===== src/rtl/ta_ldd_seq.sv =====
`timescale 1ns/1ps
// ta_ldd_seq: shared pulse sequencer for the LDD driver pairs.
// One FSM serves triggered-burst mode and command (gate) mode. Every WP/WN
// transition passes through a dead-time state where both legs are low.
// Outputs are registered from the next-state view, so they line up with the
// state the FSM occupies in that cycle.
module ta_ldd_seq #(
   parameter int TOP0_0 = 3,
   parameter int LDD0_0 = 32,
   parameter int BST0_0 = 8,
   parameter int DT0_0  = 2
) (
   input  logic                clk200,
   input  logic                rst,
   input  logic                cap_mode,
   input  logic [TOP0_0-1:0]   cap_wdis,
   input  logic [LDD0_0-1:0]   cap_plus,
   input  logic [LDD0_0-1:0]   cap_perd,
   input  logic [BST0_0-1:0]   cap_num,
   input  logic                cap_trig,
   output logic                capr_rdy,
   output logic                cap_done,
   input  logic [TOP0_0-1:0]   com_wdis,
   input  logic [LDD0_0-1:0]   com_plus,
   input  logic                com_open,
   input  logic                com_close,
   output logic [TOP0_0-1:0]   LDD0_WP,
   output logic [TOP0_0-1:0]   LDD0_WN
);

   typedef enum logic [2:0] {
      ST_IDLE  = 3'd0,
      ST_LEAD  = 3'd1,
      ST_HIGH  = 3'd2,
      ST_TRAIL = 3'd3,
      ST_LOW   = 3'd4,
      ST_DONE  = 3'd5
   } state_t;

   localparam int              CW        = LDD0_0;
   localparam logic [CW-1:0]   DT_C      = CW'(DT0_0);
   localparam logic [CW:0]     OVH_C     = (CW+1)'(2*DT0_0+1);
   localparam logic            NO_DT_C   = (DT0_0 == 0) ? 1'b1 : 1'b0;
   // With zero dead time the LEAD/TRAIL states are bypassed entirely.
   localparam state_t          ENTRY_ST  = (DT0_0 == 0) ? ST_HIGH : ST_LEAD;
   localparam state_t          CMD_EXIT  = (DT0_0 == 0) ? ST_IDLE : ST_TRAIL;
   localparam state_t          BST_EXIT  = (DT0_0 == 0) ? ST_LOW  : ST_TRAIL;

   state_t              state_q, state_d;
   logic                mode_q;      // cap_mode seen last cycle, for change detection
   logic                op_q;        // 1 = current operation is a burst
   logic                abort_q;     // burst was cut short from HIGH
   logic [TOP0_0-1:0]   mask_q, mask_d;
   logic [CW-1:0]       lim_q;       // burst: HIGH width; command: watchdog limit
   logic [CW:0]         peff_q;
   logic [BST0_0-1:0]   cnt_q;
   logic [CW-1:0]       ph_cnt_q;    // cycles spent in the current state (1-based)
   logic [CW:0]         per_cnt_q;   // cycles since the current pulse started (1-based)
   logic [TOP0_0-1:0]   wp_q, wn_q, wp_d, wn_d;
   logic                rdy_q, done_q, rdy_d, done_d;

   logic                mode_chg_s, acc_burst_s, acc_cmd_s, done_now_s;
   logic                abort_set_s, restart_s, cnt_dec_s, pulse_start_s;
   logic [CW:0]         plus_ovh_s, perd_ext_s, peff_new_s;

   // Effective period is widened by one bit so the clamp never wraps.
   assign plus_ovh_s = {1'b0, cap_plus} + OVH_C;
   assign perd_ext_s = {1'b0, cap_perd};
   assign peff_new_s = (perd_ext_s > plus_ovh_s) ? perd_ext_s : plus_ovh_s;
   assign mode_chg_s = (cap_mode != mode_q);
   assign pulse_start_s = ((state_q == ST_IDLE) || (state_q == ST_LOW)) &&
                          ((state_d == ST_LEAD) || (state_d == ST_HIGH));

   // State, latched operation parameters, counters and registered outputs.
   always_ff @(posedge clk200) begin
      if (rst) begin
         state_q   <= ST_IDLE;
         mode_q    <= 1'b0;
         op_q      <= 1'b0;
         abort_q   <= 1'b0;
         mask_q    <= '0;
         lim_q     <= '0;
         peff_q    <= '0;
         cnt_q     <= '0;
         ph_cnt_q  <= '0;
         per_cnt_q <= '0;
         wp_q      <= '0;
         wn_q      <= '1;
         rdy_q     <= 1'b0;
         done_q    <= 1'b0;
      end else begin
         state_q <= state_d;
         mode_q  <= cap_mode;
         mask_q  <= mask_d;
         if (acc_burst_s) begin
            op_q    <= 1'b1;
            abort_q <= 1'b0;
            lim_q   <= cap_plus;
            peff_q  <= peff_new_s;
            cnt_q   <= cap_num;
         end else if (acc_cmd_s) begin
            op_q    <= 1'b0;
            abort_q <= 1'b0;
            lim_q   <= com_plus;
         end else begin
            if (abort_set_s) abort_q <= 1'b1;
            if (cnt_dec_s)   cnt_q   <= cnt_q - BST0_0'(1);
         end
         if ((state_d != state_q) || restart_s) begin
            ph_cnt_q <= CW'(1);
         end else if (ph_cnt_q != '1) begin
            ph_cnt_q <= ph_cnt_q + CW'(1);
         end
         if (pulse_start_s) begin
            per_cnt_q <= (CW+1)'(1);
         end else if (per_cnt_q != '1) begin
            per_cnt_q <= per_cnt_q + (CW+1)'(1);
         end
         wp_q   <= wp_d;
         wn_q   <= wn_d;
         rdy_q  <= rdy_d;
         done_q <= done_d;
      end
   end

   // Next-state logic shared by burst and command operation.
   always_comb begin
      state_d     = state_q;
      acc_burst_s = 1'b0;
      acc_cmd_s   = 1'b0;
      done_now_s  = 1'b0;
      abort_set_s = 1'b0;
      restart_s   = 1'b0;
      cnt_dec_s   = 1'b0;
      case (state_q)
         ST_IDLE: begin
            if (rdy_q && cap_mode && cap_trig) begin
               acc_burst_s = 1'b1;
               if ((cap_plus == '0) || (cap_num == '0)) state_d = ST_DONE;
               else                                     state_d = ENTRY_ST;
            end else if (!cap_mode && com_open && !com_close) begin
               acc_cmd_s = 1'b1;
               state_d   = ENTRY_ST;
            end else begin
               state_d = ST_IDLE;
            end
         end
         ST_LEAD: begin
            if (mode_chg_s) begin
               state_d    = ST_IDLE;
               done_now_s = op_q;
            end else if (!op_q && com_close) begin
               state_d = ST_IDLE;
            end else if (ph_cnt_q == DT_C) begin
               state_d = ST_HIGH;
            end else begin
               state_d = ST_LEAD;
            end
         end
         ST_HIGH: begin
            if (mode_chg_s) begin
               abort_set_s = 1'b1;
               state_d     = CMD_EXIT;
               done_now_s  = op_q & NO_DT_C;
            end else if (op_q) begin
               if (ph_cnt_q == lim_q) state_d = BST_EXIT;
               else                   state_d = ST_HIGH;
            end else if (com_close || ((lim_q != '0) && (ph_cnt_q == lim_q))) begin
               state_d = CMD_EXIT;
            end else begin
               state_d   = ST_HIGH;
               restart_s = com_open;
            end
         end
         ST_TRAIL: begin
            if (mode_chg_s) begin
               state_d    = ST_IDLE;
               done_now_s = op_q;
            end else if (ph_cnt_q == DT_C) begin
               if (op_q && !abort_q) begin
                  state_d = ST_LOW;
               end else begin
                  state_d    = ST_IDLE;
                  done_now_s = op_q;
               end
            end else begin
               state_d = ST_TRAIL;
            end
         end
         ST_LOW: begin
            if (mode_chg_s) begin
               state_d    = ST_IDLE;
               done_now_s = 1'b1;
            end else if (per_cnt_q == peff_q) begin
               cnt_dec_s = 1'b1;
               if (cnt_q == BST0_0'(1)) state_d = ST_DONE;
               else                     state_d = ENTRY_ST;
            end else begin
               state_d = ST_LOW;
            end
         end
         ST_DONE: begin
            state_d = ST_IDLE;
         end
         default: begin
            state_d = ST_IDLE;
         end
      endcase
   end

   // Output drive for the state being entered; masked-out channels park WN high.
   always_comb begin
      if (acc_burst_s) begin
         mask_d = cap_wdis;
      end else if (acc_cmd_s) begin
         mask_d = com_wdis;
      end else begin
         mask_d = mask_q;
      end
      case (state_d)
         ST_HIGH: begin
            wp_d = mask_d;
            wn_d = ~mask_d;
         end
         ST_LEAD, ST_TRAIL: begin
            wp_d = '0;
            wn_d = ~mask_d;
         end
         default: begin
            wp_d = '0;
            wn_d = '1;
         end
      endcase
      done_d = (state_d == ST_DONE) || done_now_s;
      rdy_d  = (state_d == ST_IDLE) && cap_mode && !done_d;
   end

   assign LDD0_WP  = wp_q;
   assign LDD0_WN  = wn_q;
   assign capr_rdy = rdy_q;
   assign cap_done = done_q;

endmodule


===== config.mk =====
export PLATFORM = sky130hd
export DESIGN_NAME = ta_ldd_seq
export DESIGN_NICKNAME = d
export VERILOG_FILES = /design/src/rtl/ta_ldd_seq.sv
export SDC_FILE = /design/constraint.sdc
export NUM_CORES = 1
export LEC_CHECK = 0
export CAP_MARGIN = 20
export CORE_ASPECT_RATIO = 1.1
export CORE_MARGIN = 1
export CORE_UTILIZATION = 55
export DETAILED_ROUTE_END_ITERATION = 10
export MAX_ROUTING_LAYER = met4
export PLACE_DENSITY = 0.84
export SLEW_MARGIN = 20
export SYNTH_ARGS = -nofsm -noshare
export SYNTH_HDL_FRONTEND = slang
export SYNTH_SLANG_ARGS = --single-unit

===== constraint.sdc =====
create_clock -name clk200 -period 5.9 [get_ports clk200]
set_input_delay 0.885 -clock clk200 [delete_from_list [all_inputs] [get_ports clk200]]
set_output_delay 0.885 -clock clk200 [all_outputs]
set_load 0.01 [all_outputs]

==> results.cfg <==
[floorplan]
die_area_um2 = 17800
die_w_um = 127
coreArea_um2 = 17000
io_pins = 124
rows = 50
die_h_um = 140
initial_core_util = 0.561

[timing]
skew_ps = 7.99
hold_violations = 0
tns_ps = 0
drv_slew = 0
slew_headroom = 0.283
final_period_minus_worst_setup_slack_ps = 5170
max_freq_mhz = 194
post-route-period-util = 0.876
rsz0062_at_grt = false
worst_slew_pin_slew_ps = 1070
holdWs_ps = 481
setup_slack_ps = 734
setup_viol = 0

[grt]
grt_use_total = 0.332
grt_max_degree = 83
grt_pass1_vias = 8840
antenna_found_initial = 0
grt_overflow = 0
grt_pass1_wl_mm = 45.2

[yosys]
synth_flop_cell = dfxtp_1
syn_area_um2 = 9500
ys_ff_latch = 155
synth_top_area_frac = 0.327
synth.most_common_cell = dfxtp_1
yosysUniqueCellTypes = 62
netlist_top_cells_count = dfxtp_1 (155), nand2_1 (109), nor2_1 (108)
seq_area_frac_synth = 0.327
synthCells = 1155
synth.area.top_cells = dfxtp_1 (33%), xor2_1 (8.8%), xnor2_1 (6.5%)
avgSynthCellArea_um2 = 8.23
yosys_warnings = 0
post-synth-top-area-cell = dfxtp_1
async_flop_share = 0
synth_edf_count = 0
synthesis.nets = 1311

[routing]
drtIter0Drc = 1063
dr.pass1.iters = 8
num_vias = 9471
wl_per_cell_um = 19.3
met1_length_mm = 11.8
wl_met2_mm = 12.8
ant_nets = 0
vias_per_cell = 6.37
wirelength_mm = 28.7
wl_met3_mm = 2.87
highest_layer = met4
drc = 0

[cts]
cts.clk_slew.worst_paths_ps = 60
cts-buffers-inserted = 17
cts_buffer_depth = 2
postCtsSetupRepairBufs = 0
insertion_delay_ps = 430
hold_buffers = 0
cts_tree = done
cts.sinks = 155
cts_root_buf = clkbuf_16
h-tree-depth = 4
cts_resized = 0

[layout]
stdcell_count = 1487
nets = 1397
seqCellArea_um2 = 3100
area_growth_pct = 21.2
fillers = 1343
multiInputGateArea_um2 = 6080
drive_gt1_frac = 0.0742
num_antenna_cells = 0

[power]
leakage_nw = 4.15
power_density_nw_per_um2 = 235
peakVddDrop_uv = 195

[placed_design]
gp_congestion = 1.03
io_buffers = 123
dp_slack_ps = 581
dp_cells = 1456
hpwlAfterDp_mm = 20.8

[worst_setup_path]
cp_slowest_cell = nor3_2
worstPathCellList = clkdlybuf4s50_1 > nand4_1 > nor3_2 > nand3_1 > xor2_1 > ha_1 > a21o_1 > a21oi_1 > o221ai_1 > or4_1 > a2111o_1 > nand2_1 > buf_4 > o311ai_0
critPathArrivalTime_ps = 5420
cp.required_ps = 6160
end_kind = flop
path_class = in2reg
slowest_delay_ps = 700
cp-start-kind = input port
crit_fanout = 31

[job]
cap_viol_max_count = 0

[status]
status = finished clean

[min_path]
hp-class = reg2reg
## flip-flops by register name, indices dropped and copies added, names as in the netlist
name / cells
cap_done: 1
LDD0_WP: 3
op_q: 1
lim_q: 32
LDD0_WN: 3
cnt_q: 8
capr_rdy: 1
abort_q: 1
mode_q: 1
mask_q: 3
peff_q: 33
state_q: 3
ph_cnt_q: 32
per_cnt_q: 33
## layout by cell type, fill, tap and decap left out, types with 15 or more instances in the layout
cell	synthesis	final
buf_4	0	17
xnor2_1	71	71
ha_1	40	40
dfxtp_1	155	155
nor4_1	43	43
o21ai_0	35	35
a22oi_1	34	34
nand4_1	50	50
clkbuf_16	0	17
o311ai_0	15	15
nor3_1	26	26
a21oi_1	55	55
nor2_1	108	107
xor2_1	95	95
nand2_1	109	109
clkdlybuf4s50_1	0	122
nand3_1	71	71
and3_1	15	15
nor3_2	31	31
## worst paths after layout
check | cells after the start | end | slack [ps] | startpoint
setup / recovery | 14 | peff_q[19] | 730 | cap_plus[5]
hold / removal | 2 | mask_q[2] | 480 | mask_q[2]
setup reg to reg | 12 | per_cnt_q[22] | 2670 | per_cnt_q[5]
hold reg to reg | 2 | mask_q[2] | 480 | mask_q[2]
## per-layer routing
metal  up-vias  GRT usage
li1       4355          -
met1      4417      0.417
met2       602      0.513
met3        97     0.0665
met4         0      0.146
met5         -          -
## where the power goes
part,internal (mW),switching (mW)
sequential,1.07,0.0268
combinational,0.173,0.236
clock,0.755,0.443
total,2.00,0.706
## worst max-delay path: cells and delay by family
family / cells / cell delay (ps)
XOR/XNOR: 1 / 230
buffers and inverters: 2 / 930
AND/OR/NAND/NOR: 5 / 1910
adder cells (fa/ha/maj): 1 / 280
AO/OA/AOI/OAI: 5 / 1180
## metrics by stage
step | total power [mW] | util | instance area, µm²
global route | 2.78 | 0.679 | 11500
detailed placement | 1.51 | 0.641 | 10900
global placement | 1.50 | 0.641 | 10900
CTS | 2.69 | 0.679 | 11500
finish | 2.71 | 0.679 | 11500
floorplan | 1.34 | - | 9500
## final cells by class
class | count | area share
Clock buffer | 18 | 0.0381
Clock inverter | 13 | 0.0173
Inverter | 15 | 0.00489
Multi-Input combinational cell | 913 | 0.528
Sequential cell | 155 | 0.269
Tap cell | 234 | 0.0254
Timing Repair Buffer | 139 | 0.117
## kinds of logic after synthesis
| family | after synthesis | share of synthesized area |
|---|---|---|
| DFF | 155 | 0.327 |
| muxes | 3 | 0.00316 |
| and+or+nand+nor | 509 | 0.285 |
| xor gates and xnor gates | 166 | 0.153 |
| adders and majority gates | 40 | 0.0527 |
| buffers and inverters | 87 | 0.0378 |
| AOI/OAI and AO/OA | 195 | 0.142 |
No activity file was read; power rests on OpenSTA's default activity.
